$ cat src/rtl/rtc_bus_scheduler_pkg.sv
// Shared types and constants for the RTC bus scheduler: FSM states, sweep table, bus drive helper.
// Latency: n/a (package, no logic of its own).
// Backpressure: n/a.
package rtc_bus_pkg;

    localparam int NUM_REGS = 9;

    typedef enum logic [2:0] {
        S_IDLE  = 3'd0,
        S_A_SET = 3'd1,
        S_A_STB = 3'd2,
        S_A_HLD = 3'd3,
        S_D_SET = 3'd4,
        S_D_STB = 3'd5,
        S_D_HLD = 3'd6,
        S_DONE  = 3'd7
    } state_t;

    // Registers read back by the refresh sweep, in display order:
    // seg, min, hora, dia, mes, anno, tseg, tmin, thora (entry 0 in the low byte).
    localparam logic [NUM_REGS-1:0][7:0] SWEEP_ADDR = {
        8'h43, 8'h42, 8'h41, 8'h26, 8'h25, 8'h24, 8'h23, 8'h22, 8'h21
    };

    // Everything the scheduler drives onto the external bus, registered as one word.
    typedef struct packed {
        logic       cs_n;
        logic       ad_sel;
        logic       wr_n;
        logic       rd_n;
        logic       ad_oe;
        logic [7:0] ad_out;
    } bus_drv_t;

    localparam bus_drv_t BUS_IDLE = '{
        cs_n: 1'b1, ad_sel: 1'b1, wr_n: 1'b1, rd_n: 1'b1, ad_oe: 1'b0, ad_out: 8'h00
    };

    function automatic logic [7:0] sweep_addr(input logic [3:0] idx);
        return (idx < 4'(NUM_REGS)) ? SWEEP_ADDR[idx] : 8'h00;
    endfunction

    // Successor of a timed phase state; DONE follows the data hold phase.
    function automatic state_t next_phase(input state_t s);
        case (s)
            S_A_SET: return S_A_STB;
            S_A_STB: return S_A_HLD;
            S_A_HLD: return S_D_SET;
            S_D_SET: return S_D_STB;
            S_D_STB: return S_D_HLD;
            S_D_HLD: return S_DONE;
            default: return S_IDLE;
        endcase
    endfunction

    // Bus pin values to present while in state s. The address is always latched
    // by the chip with wr_n; the data phase uses wr_n or rd_n depending on direction.
    function automatic bus_drv_t bus_drive(input state_t s, input logic is_wr,
                                           input logic [7:0] addr, input logic [7:0] data);
        bus_drv_t d;
        d = BUS_IDLE;
        case (s)
            S_A_SET, S_A_STB, S_A_HLD: begin
                d.cs_n   = 1'b0;
                d.ad_sel = 1'b0;
                d.ad_oe  = 1'b1;
                d.ad_out = addr;
                d.wr_n   = (s != S_A_STB);
            end
            S_D_SET, S_D_STB, S_D_HLD: begin
                d.cs_n   = 1'b0;
                d.ad_sel = 1'b1;
                d.ad_oe  = is_wr;
                d.ad_out = is_wr ? data : 8'h00;
                if (is_wr) d.wr_n = (s != S_D_STB);
                else       d.rd_n = (s != S_D_STB);
            end
            default: ;
        endcase
        return d;
    endfunction

endpackage

$ cat src/rtl/rtc_bus_scheduler_if.sv
// User-request, read-back and external RTC bus signals of the scheduler, bundled.
// Latency: n/a (wiring only).
// Backpressure: wr_req is a level held until wr_ack; reads are unsolicited pulses.
interface rtc_bus_scheduler_if;
    logic       refresh_en;
    logic       wr_req;
    logic [7:0] wr_addr;
    logic [7:0] wr_data;
    logic       wr_ack;
    logic       rd_valid;
    logic [3:0] rd_idx;
    logic [7:0] rd_data;
    logic       busy;
    logic       cs_n;
    logic       ad_sel;
    logic       wr_n;
    logic       rd_n;
    logic       ad_oe;
    logic [7:0] ad_out;
    logic [7:0] ad_in;

    modport master (
        input  refresh_en, wr_req, wr_addr, wr_data, ad_in,
        output wr_ack, rd_valid, rd_idx, rd_data, busy,
               cs_n, ad_sel, wr_n, rd_n, ad_oe, ad_out
    );

    modport slave (
        output refresh_en, wr_req, wr_addr, wr_data, ad_in,
        input  wr_ack, rd_valid, rd_idx, rd_data, busy,
               cs_n, ad_sel, wr_n, rd_n, ad_oe, ad_out
    );
endinterface

$ cat src/rtl/rtc_bus_scheduler_refresh_timer.sv
// Free-running refresh period counter; tick marks the last count before wrap.
// Latency: tick is high for one clock every REFRESH_CYCLES clocks.
// Backpressure: none; ticks are never held, the consumer drops what it cannot take.
module rtc_refresh_timer #(
    parameter int REFRESH_CYCLES = 100000
) (
    input  logic clk,
    input  logic reset,
    output logic tick
);
    localparam int CNT_W = (REFRESH_CYCLES > 1) ? $clog2(REFRESH_CYCLES) : 1;
    localparam logic [CNT_W-1:0] CNT_LAST = CNT_W'(REFRESH_CYCLES - 1);

    logic [CNT_W-1:0] cnt;

    // Count 0..REFRESH_CYCLES-1 and wrap.
    always_ff @(posedge clk or posedge reset) begin
        if (reset)                cnt <= '0;
        else if (cnt == CNT_LAST) cnt <= '0;
        else                      cnt <= cnt + CNT_W'(1);
    end

    assign tick = (cnt == CNT_LAST);
endmodule

$ cat src/rtl/rtc_bus_scheduler.sv
// Sequences every access to the external RTC bus: user writes win over a periodic 9-register read sweep.
// Latency: 6*PHASE_CYCLES+1 clocks per transaction plus 1 idle clock; ack/valid in the final clock.
// Backpressure: wr_req is held until wr_ack; sweep ticks arriving while a sweep is pending are dropped.
module rtc_bus_scheduler
    import rtc_bus_pkg::*;
#(
    parameter int PHASE_CYCLES   = 4,
    parameter int REFRESH_CYCLES = 100000
) (
    input logic               clk,
    input logic               reset,
    rtc_bus_scheduler_if.master bus
);
    localparam int PH_W = (PHASE_CYCLES > 1) ? $clog2(PHASE_CYCLES) : 1;
    localparam logic [PH_W-1:0] PH_LAST  = PH_W'(PHASE_CYCLES - 1);
    localparam logic [3:0]      IDX_LAST = 4'(NUM_REGS - 1);

    state_t          state;
    logic [PH_W-1:0] ph_cnt;
    logic            is_wr;
    logic [7:0]      cur_addr;
    logic [7:0]      cur_data;
    bus_drv_t        drv;
    logic            wr_ack_q;
    logic            rd_valid_q;
    logic            busy_q;
    logic [3:0]      rd_idx_q;
    logic [7:0]      rd_data_q;
    logic [3:0]      sweep_idx;
    logic            sweep_pend;
    logic            tick;

    rtc_refresh_timer #(
        .REFRESH_CYCLES(REFRESH_CYCLES)
    ) u_timer (
        .clk   (clk),
        .reset (reset),
        .tick  (tick)
    );

    // Transaction FSM: arbitration in IDLE, timed phases, sweep bookkeeping and
    // bus drive all advance together so every output is a register.
    always_ff @(posedge clk or posedge reset) begin
        if (reset) begin
            state      <= S_IDLE;
            ph_cnt     <= '0;
            is_wr      <= 1'b0;
            cur_addr   <= '0;
            cur_data   <= '0;
            drv        <= BUS_IDLE;
            wr_ack_q   <= 1'b0;
            rd_valid_q <= 1'b0;
            busy_q     <= 1'b0;
            rd_idx_q   <= '0;
            rd_data_q  <= '0;
            sweep_idx  <= '0;
            sweep_pend <= 1'b0;
        end else begin
            wr_ack_q   <= 1'b0;
            rd_valid_q <= 1'b0;
            case (state)
                S_IDLE: begin
                    ph_cnt <= '0;
                    if (bus.wr_req) begin
                        is_wr    <= 1'b1;
                        cur_addr <= bus.wr_addr;
                        cur_data <= bus.wr_data;
                        state    <= S_A_SET;
                        busy_q   <= 1'b1;
                        drv      <= bus_drive(S_A_SET, 1'b1, bus.wr_addr, bus.wr_data);
                    end else if (sweep_pend && bus.refresh_en) begin
                        is_wr    <= 1'b0;
                        cur_addr <= sweep_addr(sweep_idx);
                        cur_data <= 8'h00;
                        state    <= S_A_SET;
                        busy_q   <= 1'b1;
                        drv      <= bus_drive(S_A_SET, 1'b0, sweep_addr(sweep_idx), 8'h00);
                    end else if (sweep_pend) begin
                        // Refresh disabled with a sweep outstanding: abandon it.
                        sweep_pend <= 1'b0;
                        sweep_idx  <= '0;
                    end
                end
                S_DONE: begin
                    state  <= S_IDLE;
                    busy_q <= 1'b0;
                    drv    <= BUS_IDLE;
                    if (!is_wr) begin
                        if (sweep_idx == IDX_LAST) begin
                            sweep_pend <= 1'b0;
                            sweep_idx  <= '0;
                        end else begin
                            sweep_idx <= sweep_idx + 4'd1;
                        end
                    end
                end
                default: begin
                    // Sample the chip's answer while rd_n is still low.
                    if (state == S_D_STB && !is_wr && ph_cnt == PH_LAST)
                        rd_data_q <= bus.ad_in;
                    if (ph_cnt == PH_LAST) begin
                        ph_cnt <= '0;
                        state  <= next_phase(state);
                        drv    <= bus_drive(next_phase(state), is_wr, cur_addr, cur_data);
                        if (state == S_D_HLD) begin
                            if (is_wr) begin
                                wr_ack_q <= 1'b1;
                            end else begin
                                rd_valid_q <= 1'b1;
                                rd_idx_q   <= sweep_idx;
                            end
                        end
                    end else begin
                        ph_cnt <= ph_cnt + PH_W'(1);
                    end
                end
            endcase
            // A new sweep only starts from a clean slate; ticks during a pending sweep are lost.
            if (tick && !sweep_pend) begin
                sweep_pend <= 1'b1;
                sweep_idx  <= '0;
            end
        end
    end

    assign bus.wr_ack   = wr_ack_q;
    assign bus.rd_valid = rd_valid_q;
    assign bus.rd_idx   = rd_idx_q;
    assign bus.rd_data  = rd_data_q;
    assign bus.busy     = busy_q;
    assign bus.cs_n     = drv.cs_n;
    assign bus.ad_sel   = drv.ad_sel;
    assign bus.wr_n     = drv.wr_n;
    assign bus.rd_n     = drv.rd_n;
    assign bus.ad_oe    = drv.ad_oe;
    assign bus.ad_out   = drv.ad_out;
endmodule

$ cat src/flat_wrapper.sv
// flat-port wrapper written by rule: the top's interface ports become plain ports
module rtc_bus_scheduler_flat import rtc_bus_pkg::*;
#(
    parameter int PHASE_CYCLES   = 4,
    parameter int REFRESH_CYCLES = 100000
)
  (clk, reset, bus_refresh_en, bus_wr_req, bus_wr_addr, bus_wr_data, bus_ad_in, bus_wr_ack, bus_rd_valid, bus_rd_idx, bus_rd_data, bus_busy, bus_cs_n, bus_ad_sel, bus_wr_n, bus_rd_n, bus_ad_oe, bus_ad_out);
  rtc_bus_scheduler_if bus_i ();
  input logic clk;
  input logic reset;
  input wire logic [$bits(bus_i.refresh_en)-1:0] bus_refresh_en;
  input wire logic [$bits(bus_i.wr_req)-1:0] bus_wr_req;
  input wire logic [$bits(bus_i.wr_addr)-1:0] bus_wr_addr;
  input wire logic [$bits(bus_i.wr_data)-1:0] bus_wr_data;
  input wire logic [$bits(bus_i.ad_in)-1:0] bus_ad_in;
  output wire logic [$bits(bus_i.wr_ack)-1:0] bus_wr_ack;
  output wire logic [$bits(bus_i.rd_valid)-1:0] bus_rd_valid;
  output wire logic [$bits(bus_i.rd_idx)-1:0] bus_rd_idx;
  output wire logic [$bits(bus_i.rd_data)-1:0] bus_rd_data;
  output wire logic [$bits(bus_i.busy)-1:0] bus_busy;
  output wire logic [$bits(bus_i.cs_n)-1:0] bus_cs_n;
  output wire logic [$bits(bus_i.ad_sel)-1:0] bus_ad_sel;
  output wire logic [$bits(bus_i.wr_n)-1:0] bus_wr_n;
  output wire logic [$bits(bus_i.rd_n)-1:0] bus_rd_n;
  output wire logic [$bits(bus_i.ad_oe)-1:0] bus_ad_oe;
  output wire logic [$bits(bus_i.ad_out)-1:0] bus_ad_out;
  assign bus_i.refresh_en = bus_refresh_en;
  assign bus_i.wr_req = bus_wr_req;
  assign bus_i.wr_addr = bus_wr_addr;
  assign bus_i.wr_data = bus_wr_data;
  assign bus_i.ad_in = bus_ad_in;
  assign bus_wr_ack = bus_i.wr_ack;
  assign bus_rd_valid = bus_i.rd_valid;
  assign bus_rd_idx = bus_i.rd_idx;
  assign bus_rd_data = bus_i.rd_data;
  assign bus_busy = bus_i.busy;
  assign bus_cs_n = bus_i.cs_n;
  assign bus_ad_sel = bus_i.ad_sel;
  assign bus_wr_n = bus_i.wr_n;
  assign bus_rd_n = bus_i.rd_n;
  assign bus_ad_oe = bus_i.ad_oe;
  assign bus_ad_out = bus_i.ad_out;
  rtc_bus_scheduler #(.PHASE_CYCLES(PHASE_CYCLES), .REFRESH_CYCLES(REFRESH_CYCLES)) u_core (.clk(clk), .reset(reset), .bus(bus_i));
endmodule
$ cat config.mk
export PLATFORM = sky130hd
export DESIGN_NAME = rtc_bus_scheduler_flat
export DESIGN_NICKNAME = d
export VERILOG_FILES = /design/src/rtl/rtc_bus_scheduler_pkg.sv /design/src/rtl/rtc_bus_scheduler_if.sv /design/src/rtl/rtc_bus_scheduler_refresh_timer.sv /design/src/rtl/rtc_bus_scheduler.sv /design/src/flat_wrapper.sv
export SDC_FILE = /design/constraint.sdc
export NUM_CORES = 1
export LEC_CHECK = 0
export CORE_ASPECT_RATIO = 1.25
export CORE_MARGIN = 10
export CORE_UTILIZATION = 58
export DETAILED_ROUTE_END_ITERATION = 6
export HOLD_SLACK_MARGIN = 0.02
export PLACE_DENSITY = 0.93
export SLEW_MARGIN = 20
export SYNTH_ARGS = -nofsm -noshare
export SYNTH_HDL_FRONTEND = slang
export SYNTH_HIERARCHICAL = 1
export SYNTH_SLANG_ARGS = --single-unit
$ cat constraint.sdc
create_clock -name clk -period 3.05 [get_ports clk]
set_clock_uncertainty 0.05 [all_clocks]
set_input_delay 0.7625 -clock clk [delete_from_list [all_inputs] [get_ports clk]]
set_output_delay 0.7625 -clock clk [all_outputs]
set_load 0.05 [all_outputs]
## Yosys cells after proc, flatten, opt, wreduce, memory -nomap -nowiden

Memory sizes are Yosys's and may differ from the RTL's.
Cells that the tools add are included.

- RAM bits: 0
- Memory bits (read-only): 128
- Memories: 1
- Bits in registers: 72
- Bits of input ports: 28
- Bits in latches: 0
- Logic and storage cells: 123
- Output and inout port bits: 28

Memories:

| name | words | bits a word | rd ports | clocked after Yosys merged registers in | write ports | RTL line | source |
|---|---|---|---|---|---|---|---|
| (name not given) | 16 | 8 | 1 | 0 | 0 | rtc_bus_scheduler_pkg.sv:40 | `return (idx < 4'(NUM_REGS)) ? SWEEP_ADDR[idx] : 8'h00;` |

- Shift operators: 0
- Mux-type cells: 51
- Equality and inequality tests: 24
- $add $sub $neg: 3
- $lt $le $gt $ge: 2
- Divide/modulo/power cells: 0
- Multiply operators: 0
- Reductions and logical operators: 21
- Bitwise operators: 2

Operator list:

| operator | number |
|---|---|
| 8-bit two-way mux | 7 |
| 13-bit two-way mux | 3 |
| 13-bit case mux with 2 select lines | 1 |
| 4-bit two-way mux | 6 |
| 3-bit equality test (second input constant) | 7 |
| 1-bit two-way mux | 20 |
| 3-bit case mux with 6 select lines | 1 |
| 9-bit case mux with 2 select lines | 1 |
| 17-bit by 1-bit adder with 17-bit output (second input constant) | 1 |
| 17-bit equality test (second input constant) | 1 |
| 17-bit two-way mux | 1 |
| 3-bit by 2-bit equality test with 1-bit output (second input constant) | 4 |
| 3-bit two-way mux | 4 |
| 3-bit case mux with 2 select lines | 2 |
| 5-bit AND reduction | 2 |
| 3-bit by 2-bit inequality test with 1-bit output (second input constant) | 3 |
| 3-bit inequality test (second input constant) | 3 |
| 4-bit case mux with 2 select lines | 1 |
| 2-bit AND reduction | 4 |
| 3-bit by 1-bit equality test with 1-bit output (second input constant) | 2 |
| 3-bit by 1-bit inequality test with 1-bit output (second input constant) | 2 |
| 3-bit nonzero test | 2 |
| 3-bit OR reduction | 2 |
| 4-bit by 5-bit < comparator with 1-bit output (second input constant) | 1 |
| 15 further kinds | 22 |

## Longest topological paths before layout

Gate-level depths: netlist (run 1).

- Depth in word-level cells: 9
- Mapped depth: 9
- Depth with buffers taken out: 8

## Modules after synthesis

The synthesis (run 1) kept the hierarchy.

By module, submodules not included:

| module | sequential area each (um2) | area an instance (um2) | cells an instance | instances |
|---|---|---|---|---|
| rtc_bus_scheduler | 1381.3 | 2702.6 | 251 | 1 |
| rtc_refresh_timer | 425.4 | 825.8 | 75 | 1 |

## Worst setup path before layout (run 1)

OpenSTA, ideal clock, no wires.

- Path type: input to register
- Start: in bus_refresh_en
- End: reg u_core.drv, in the netlist u_core/bus.ad_out[1]
- Data arrival time: 1.651 ns
- Required time: 2.870 ns
- Path slack: 1.218 ns
- Setup time: 0.130 ns
- Stages on the path: 5
- Buffers on the path: 1
- Cell sequence: a21o_1 -> a221o_1 -> buf_2 -> nor2_1 -> a21oi_1

- Cells in the longest elaborated chain, start to end: 3

RTL lines:

| item | RTL line | source |
|---|---|---|
| start, declared | flat_wrapper.sv:11 | `input wire logic [$bits(bus_i.refresh_en)-1:0] bus_refresh_en;` |
| 1-bit logical AND | rtc_bus_scheduler.sv:71 | `end else if (sweep_pend && bus.refresh_en) begin` |
| 3-bit by 2-bit inequality test with 1-bit output (no line) | - |  |
| 2-bit AND reduction (no line) | - |  |
| end signal, assigned | rtc_bus_scheduler.sv:70 | `drv <= bus_drive(S_A_SET, 1'b1, bus.wr_addr, bus.wr_data);` |
| end signal, assigned | rtc_bus_scheduler.sv:77 | `drv <= bus_drive(S_A_SET, 1'b0, sweep_addr(sweep_idx), 8'h00);` |
| end signal, assigned | rtc_bus_scheduler.sv:104 | `drv <= bus_drive(next_phase(state), is_wr, cur_addr, cur_data);` |
| end, declared | rtc_bus_scheduler.sv:23 | `bus_drv_t drv;` |

No other way between the ends.
A chain may end at the register's enable or synchronous reset.

## Final worst setup path (run 1)

- Start: reg u_core.drv, in the netlist u_core/bus.cs_n
- End: out bus_cs_n

RTL lines:

| item | RTL line | source |
|---|---|---|
| end, declared | flat_wrapper.sv:21 | `output wire logic [$bits(bus_i.cs_n)-1:0] bus_cs_n;` |

No word-level cell between the ends.

==> results by group, run 1 <==
Status
  • Status: complete, no violations

Timing
  • Final hold vios: 0
  • Worst hold slack: 435.8 ps
  • Min Tclk post-route: roughly 2500 ps
  • Fin. max-slew vios: 0
  • Fin worst setup slack: 528.0 ps
  • Worst slew margin relative to its limit: 45.06%
  • FMAX: approximately 0.40 GHz
  • Unrepaired setup endpoints after global routing: no
  • Final setup fails: 0
  • Least-Margin Pin Slew: 824.1 ps
  • Crit share post-route: 82.69%
  • Setup TNS: 0 ps

Clock tree
  • Hold Buf Count CTS: 0
  • Root buffer cell: clkbuf_8
  • Max Buffers Root-to-Sink: 2
  • Resized Gates After CTS: 0
  • CTS Buf Count: 9
  • H-tree Lvls: 3
  • Clock tree sinks: 72
  • Worst-Skew Late Latency: around 340 ps
  • Worst-path clk slew: approximately 70 ps
  • Setup Buffers After CTS: 0
  • CTS tree: built

Pwr
  • VDD IR max: 0.0005189 V
  • Clock group share of total power: around 17%
  • Pwr/cell area: between 900 and 1000 nW/um^2
  • Switching Fraction: 42.95%
  • Comb pwr share: 43.6%
  • Register share of total power: 39.9%
  • Internal Power: 2.211 mW
  • P_sw: 1.665 mW
  • Static leakage power: 1.847 nW

Worst setup path
  • Reg2Reg Capture Point: u_core/bus.rd_idx[0]
  • Top delay family on crit path: buffers and inverters
  • Cell Chain, Critical Path: clkdlybuf4s50_1
  • CP arrival: 1710 ps
  • R2r startpoint: u_core/state[2]
  • Critical path type: reg -> out
  • CP max-delay cell: clkdlybuf4s50_1
  • Worst path max stage delay: 820 ps
  • Crit path max fanout: 3
  • Crit. End Element: output pin
  • R2R cell count: 3
  • CP startpoint: u_core/bus.cs_n
  • R2R Setup Slk: 750 ps
  • CP required: about 2200 ps
  • CP bufs+invs: 1
  • Startpoint Class: flip-flop

Place
  • Place WS: approximately 470 ps
  • Port Buffers: 55
  • Placed inst area: 4099 um^2
  • Detail Placement HPWL: 5971 um
  • Gpl congestion: 0.8110

Detailed routing
  • DRC Markers: 0
  • WL/cell: 17.73 um
  • WL final: 8208 um
  • Pre-Repair DR Iteration Count: 7
  • Initial drt markers: 238
  • Total number of vias: 2745
  • Via/cell ratio: a little under 6
  • Post-DRT Antenna Nets: 0

Floorplan
  • Row count: 31
  • Width of the die: approximately 90 um
  • Die ar.: 9622 um^2
  • I/O pin cnt: 56
  • Area of the core: 5857 um^2
  • Chip height: around 110 um
  • Initial core utilization: between 60% and 70%

Layout
  • Ant diodes: 0
  • Final Instance Area: 4264 um^2
  • Commonest non-fill, non-tap cell in the layout: dfrtp_1
  • Share of post-route cells with drive strength above 1: 13.39%
  • Area grow syn2layout: 20.85%
  • Nets@finish: 409
  • Fillers: 400
  • Multi-input gate area: 1563 um^2
  • Most frequent cells in the layout: 68 x dfrtp_1, 55 x clkdlybuf4s50_1, 31 x nor2_1, 24 x nand2_1, 17 x a21oi_1
  • Storage element area: about 1800 um^2

GRT
  • Grt total ovfl: 0
  • Number of global-route vias before repair: 2791
  • Initial antenna violation count: 0
  • Largest net degree at the start of global routing: 37
  • First-pass GRT wire length: about 14000 um
  • GRT Total Usage: ~17%

Worst hold path
  • HP Class: reg -> reg
  • Hold endpoint: u_core/bus.cs_n
  • Beginning of the worst hold path: u_core/bus.cs_n
  • Hold path cells: 2

Synth
  • Syn avg cell area: 10.82 um^2
  • Largest cells by area after synthesis: dfrtp_1 48%, mux2_2 5.1%, nor2_1 3.3%
  • Synth Flop Type: dfrtp_1
  • Post-Syn Instances: 326
  • EDFF count, synth: 0
  • Distinct cells, synth: 56
  • Register area share after synthesis: 51.21%
  • Post-synth top area cell: dfrtp_1
  • FFs w/ async S/R, synth: 100.0%
  • Seq cells post-synth: 72
  • Post-synth net total: ~360
  • Post-Syn Area: 3528 um^2
  • Yosys warnings: 6
  • Synth top area share: about 48%

Run
  • Max Cap Viol: 0
final cells by class:
type | instances | area share (%)
tap | 82 | 2.406
clock buffer | 12 | 3.404
timing repair buffer | 58 | 13.73
clock inverter | 4 | 0.4695
inverter | 11 | 0.9683
multi-input combinational | 224 | 36.65
sequential | 72 | 42.37
power by group through the flow:
stage                     sequential, mW  clock [mW]  combinational (mW)
after floorplan                     1.81           0               0.966
after global placement              1.53           0                1.61
after detailed placement            1.55           0                1.67
after CTS                           1.54       0.650                1.69
after global routing                1.58       0.699                1.82
final                               1.55       0.638                1.69
logic make-up after synthesis:
group	count (synthesis)	share of synthesized area, %
AOI/OAI and AO/OA	75	15.53
xor gates and xnor gates	15	3.723
adders and majority gates	5	1.773
buffers and inverters	30	4.503
DFF	72	51.21
muxes	17	5.532
and+or+nand+nor	112	17.73
per-stage QoR:
| step | utilization (%) | power (mW) | std cells |
|---|---|---|---|
| after CTS | 72.80 | 3.874 | 463 |
| after floorplan | - | 2.772 | 326 |
| final | 72.80 | 3.876 | 463 |
| after global routing | 72.80 | 4.102 | 463 |
| after detailed placement | 69.99 | 3.222 | 447 |
| after global placement | 69.99 | 3.141 | 447 |
routing by layer:
layer  track usage (%)  part of all wire (%)  wire, um  vias up
met5                 0                     0         0        -
met4             8.681                   2.8       232        0
met3             4.815                   5.0       410       21
met2             30.09                    53      4353      114
met1             18.50                    39      3212     1336
li1                  -                     -         -     1274
state kept, by name (all words and copies together) (netlist names), 2 cells and up:
signal and flops:
u_core/bus.rd_data 8, u_core/bus.ad_out 8, u_core/state 3, u_core/bus.rd_idx 4
u_core/ph_cnt 2, u_core/cur_data 8, u_core/sweep_idx 4, u_core/cur_addr 8
u_core/u_timer/cnt 17
Yosys cell counts (all sizes together) (2+ instances only):
| cell | number |
|---|---|
| a31oi | 7 |
| nor2b | 3 |
| nor3 | 10 |
| nor2 | 31 |
| a221oi | 3 |
| mux2 | 17 |
| o21ai | 10 |
| dfrtp | 68 |
| nand2b | 9 |
| and2 | 2 |
| a222oi | 3 |
| ha | 5 |
| a22oi | 2 |
| nand3 | 12 |
| buf | 19 |
| inv | 11 |
| dfstp | 4 |
| nand2 | 25 |
| xor2 | 4 |
| nor4 | 4 |
| a22o | 12 |
| a21oi | 17 |
| nand4 | 7 |
| xnor2 | 11 |
| a221o | 3 |
| a211o | 3 |
| o31ai | 3 |
| and4 | 2 |
| a21o | 3 |
| a211oi | 3 |
how the worst max path moves through the flow:
stage	end	slack (ps)	cells past startpoint
global route	bus_cs_n	490	1
detailed placement	u_core/bus.ad_out[5]	470	5
floorplan	u_core/bus.ad_oe	900	1
finish	bus_cs_n	530	1
global placement	u_core/bus.ad_oe	540	5
CTS	bus_cs_n	510	1
Power figures use the tool's default switching activity.
==> run 2, diff against run 1 <==
Settings changed: CORE_UTILIZATION 58 to 54, PLACE_DENSITY 0.93 to 0.88.
Clock period 3.05 ns to 2.4 ns, I/O delays scaled along.
==> results by group, run 2 (synthesized netlist as in run 1, its figures left out) <==
Status
  • Status: complete, no violations

Worst setup path
  • CP bufs+invs: 1
  • Startpoint Class: flip-flop
  • Worst path max stage delay: 800 ps
  • Crit. End Element: output pin
  • CP required: approximately 1800 ps
  • Top delay family on crit path: buffers and inverters
  • Crit path max fanout: 2
  • Cell Chain, Critical Path: clkdlybuf4s50_1
  • R2r startpoint: u_core/state[0]
  • Critical path type: reg -> out
  • CP startpoint: u_core/bus.rd_n
  • CP max-delay cell: clkdlybuf4s50_1
  • CP arrival: 1700 ps

Detailed routing
  • Post-DRT Antenna Nets: 0
  • DRC Markers: 0
  • Met2 wire len: 4372 um
  • Length of routed met3 wiring: around 380 um
  • Initial drt markers: around 180
  • Pre-Repair DR Iteration Count: 4
  • Via/cell ratio: 5.793
  • Total number of vias: 2740
  • WL/cell: roughly 17 um
  • DR top layer: met4
  • WL final: 8159 um
  • M1 wire length: about 3300 um

Layout
  • Nets@finish: 416
  • Share of post-route cells with drive strength above 1: 15.72%
  • Ant diodes: 0
  • Most frequent cells in the layout: 68 x dfrtp_1, 54 x clkdlybuf4s50_1, 31 x nor2_1, 24 x nand2_1, 17 x a21oi_1
  • Most flops, register: u_core/u_timer/cnt
  • Fillers: 458
  • Area grow syn2layout: 25.18%
  • Max FFs per register: 17
  • Commonest non-fill, non-tap cell in the layout: dfrtp_1

Timing
  • Fin worst setup slack: 53.02 ps
  • Final hold vios: 0
  • Fin. max-slew vios: 0
  • Worst slew margin relative to its limit: 54.97%
  • Least-Margin Pin Slew: 675.4 ps
  • Setup TNS: 0 ps
  • Crit share post-route: 97.79%
  • Unrepaired setup endpoints after global routing: no
  • FMAX: 0.4261 GHz
  • Final setup fails: 0
  • Min Tclk post-route: 2347 ps

GRT
  • First-pass GRT wire length: 13550 um
  • Grt total ovfl: 0
  • GRT Total Usage: between 10% and 20%
  • Initial antenna violation count: 0
  • Largest net degree at the start of global routing: 45
  • Number of global-route vias before repair: 2747

Floorplan
  • Chip height: 110.4 um
  • Width of the die: 92.30 um
  • Die ar.: 10190 um^2
  • I/O pin cnt: 56
  • Initial core utilization: a little under three fifths
  • Row count: 32
  • Area of the core: 6246 um^2

Clock tree
  • Hold Buf Count CTS: 0
  • Max Buffers Root-to-Sink: 2
  • H-tree Lvls: 3
  • Setup Buffers After CTS: 0
  • Worst-Skew Late Latency: 360 ps
  • CTS tree: built
  • Clock tree sinks: 72
  • CTS Buf Count: 9
  • Root buffer cell: clkbuf_8
  • Resized Gates After CTS: 0
  • Worst-path clk slew: 80 ps

Worst hold path
  • HP Class: reg -> reg
  • Beginning of the worst hold path: u_core/bus.cs_n

Place
  • Place WS: slightly below 80 ps
  • Gpl congestion: around 0.85
  • Detail Placement HPWL: 5801 um
  • Port Buffers: 55

Pwr
  • Pwr/cell area: 1214 nW/um^2
  • Static leakage power: 1.927 nW
  • VDD IR max: between 0.0005 and 0.0006 V
  • Tot Pwr: 5.363 mW

Run
  • Max Cap Viol: 0
-- run 2: layout make-up --
type	count	area, um^2	area share, %
Tap cell	85	106.4	2.408
Timing Repair Buffer	65	635.6	14.39
Multi-Input combinational cell	224	1563	35.38
Clock buffer	12	165.2	3.739
Clock inverter	4	98.84	2.238
Sequential cell	72	1807	40.91
Inverter	11	41.29	0.9348
-- run 2: report_power, final --
| group | leakage (nW) | switching (mW) | internal (mW) |
|---|---|---|---|
| Sequential | 0.909 | 0.334 | 1.58 |
| Clock | 0.133 | 0.447 | 0.777 |
| Combinational | 0.886 | 1.34 | 0.885 |
-- run 2: metal layers --
metal,GRT usage [%],up-vias
met3,3.857,13
met5,0,-
met2,30.30,94
li1,-,1289
met4,6.843,0
met1,17.97,1344
-- run 2: path summary, 6_finish.rpt --
check	end	cells past startpoint	slack, ps
setup / recovery	bus_rd_n	1	50
hold / removal	u_core/bus.cs_n	2	430
hold reg to reg	u_core/bus.cs_n	2	430
setup reg to reg	u_core/bus.ad_oe	5	290
min in group asynchronous	u_core/ph_cnt[1]	2	480
max in group asynchronous	u_core/bus.wr_n	3	1250
-- run 2: metrics by stage --
| stage | util (%) | instance area (um^2) | instances | hold slack, ps |
|---|---|---|---|---|
| 2_1_floorplan | - | 3528 | 326 | 400.7 |
| 3_3_place_gp | 66.49 | 4153 | 457 | 404.6 |
| 3_5_place_dp | 66.49 | 4153 | 457 | 422.1 |
| 4_1_cts | 70.71 | 4417 | 473 | 435.0 |
| 5_1_grt | 70.71 | 4417 | 473 | 453.0 |
| 6_report | 70.71 | 4417 | 473 | 433.2 |
==> run 3, diff against run 2 <==
Settings changed: CAP_MARGIN set to 10, SKIP_CTS_REPAIR_TIMING set to 1.
==> results of run 3 <==
No change in the layout: final DEF, timing and power equal those of run 2.
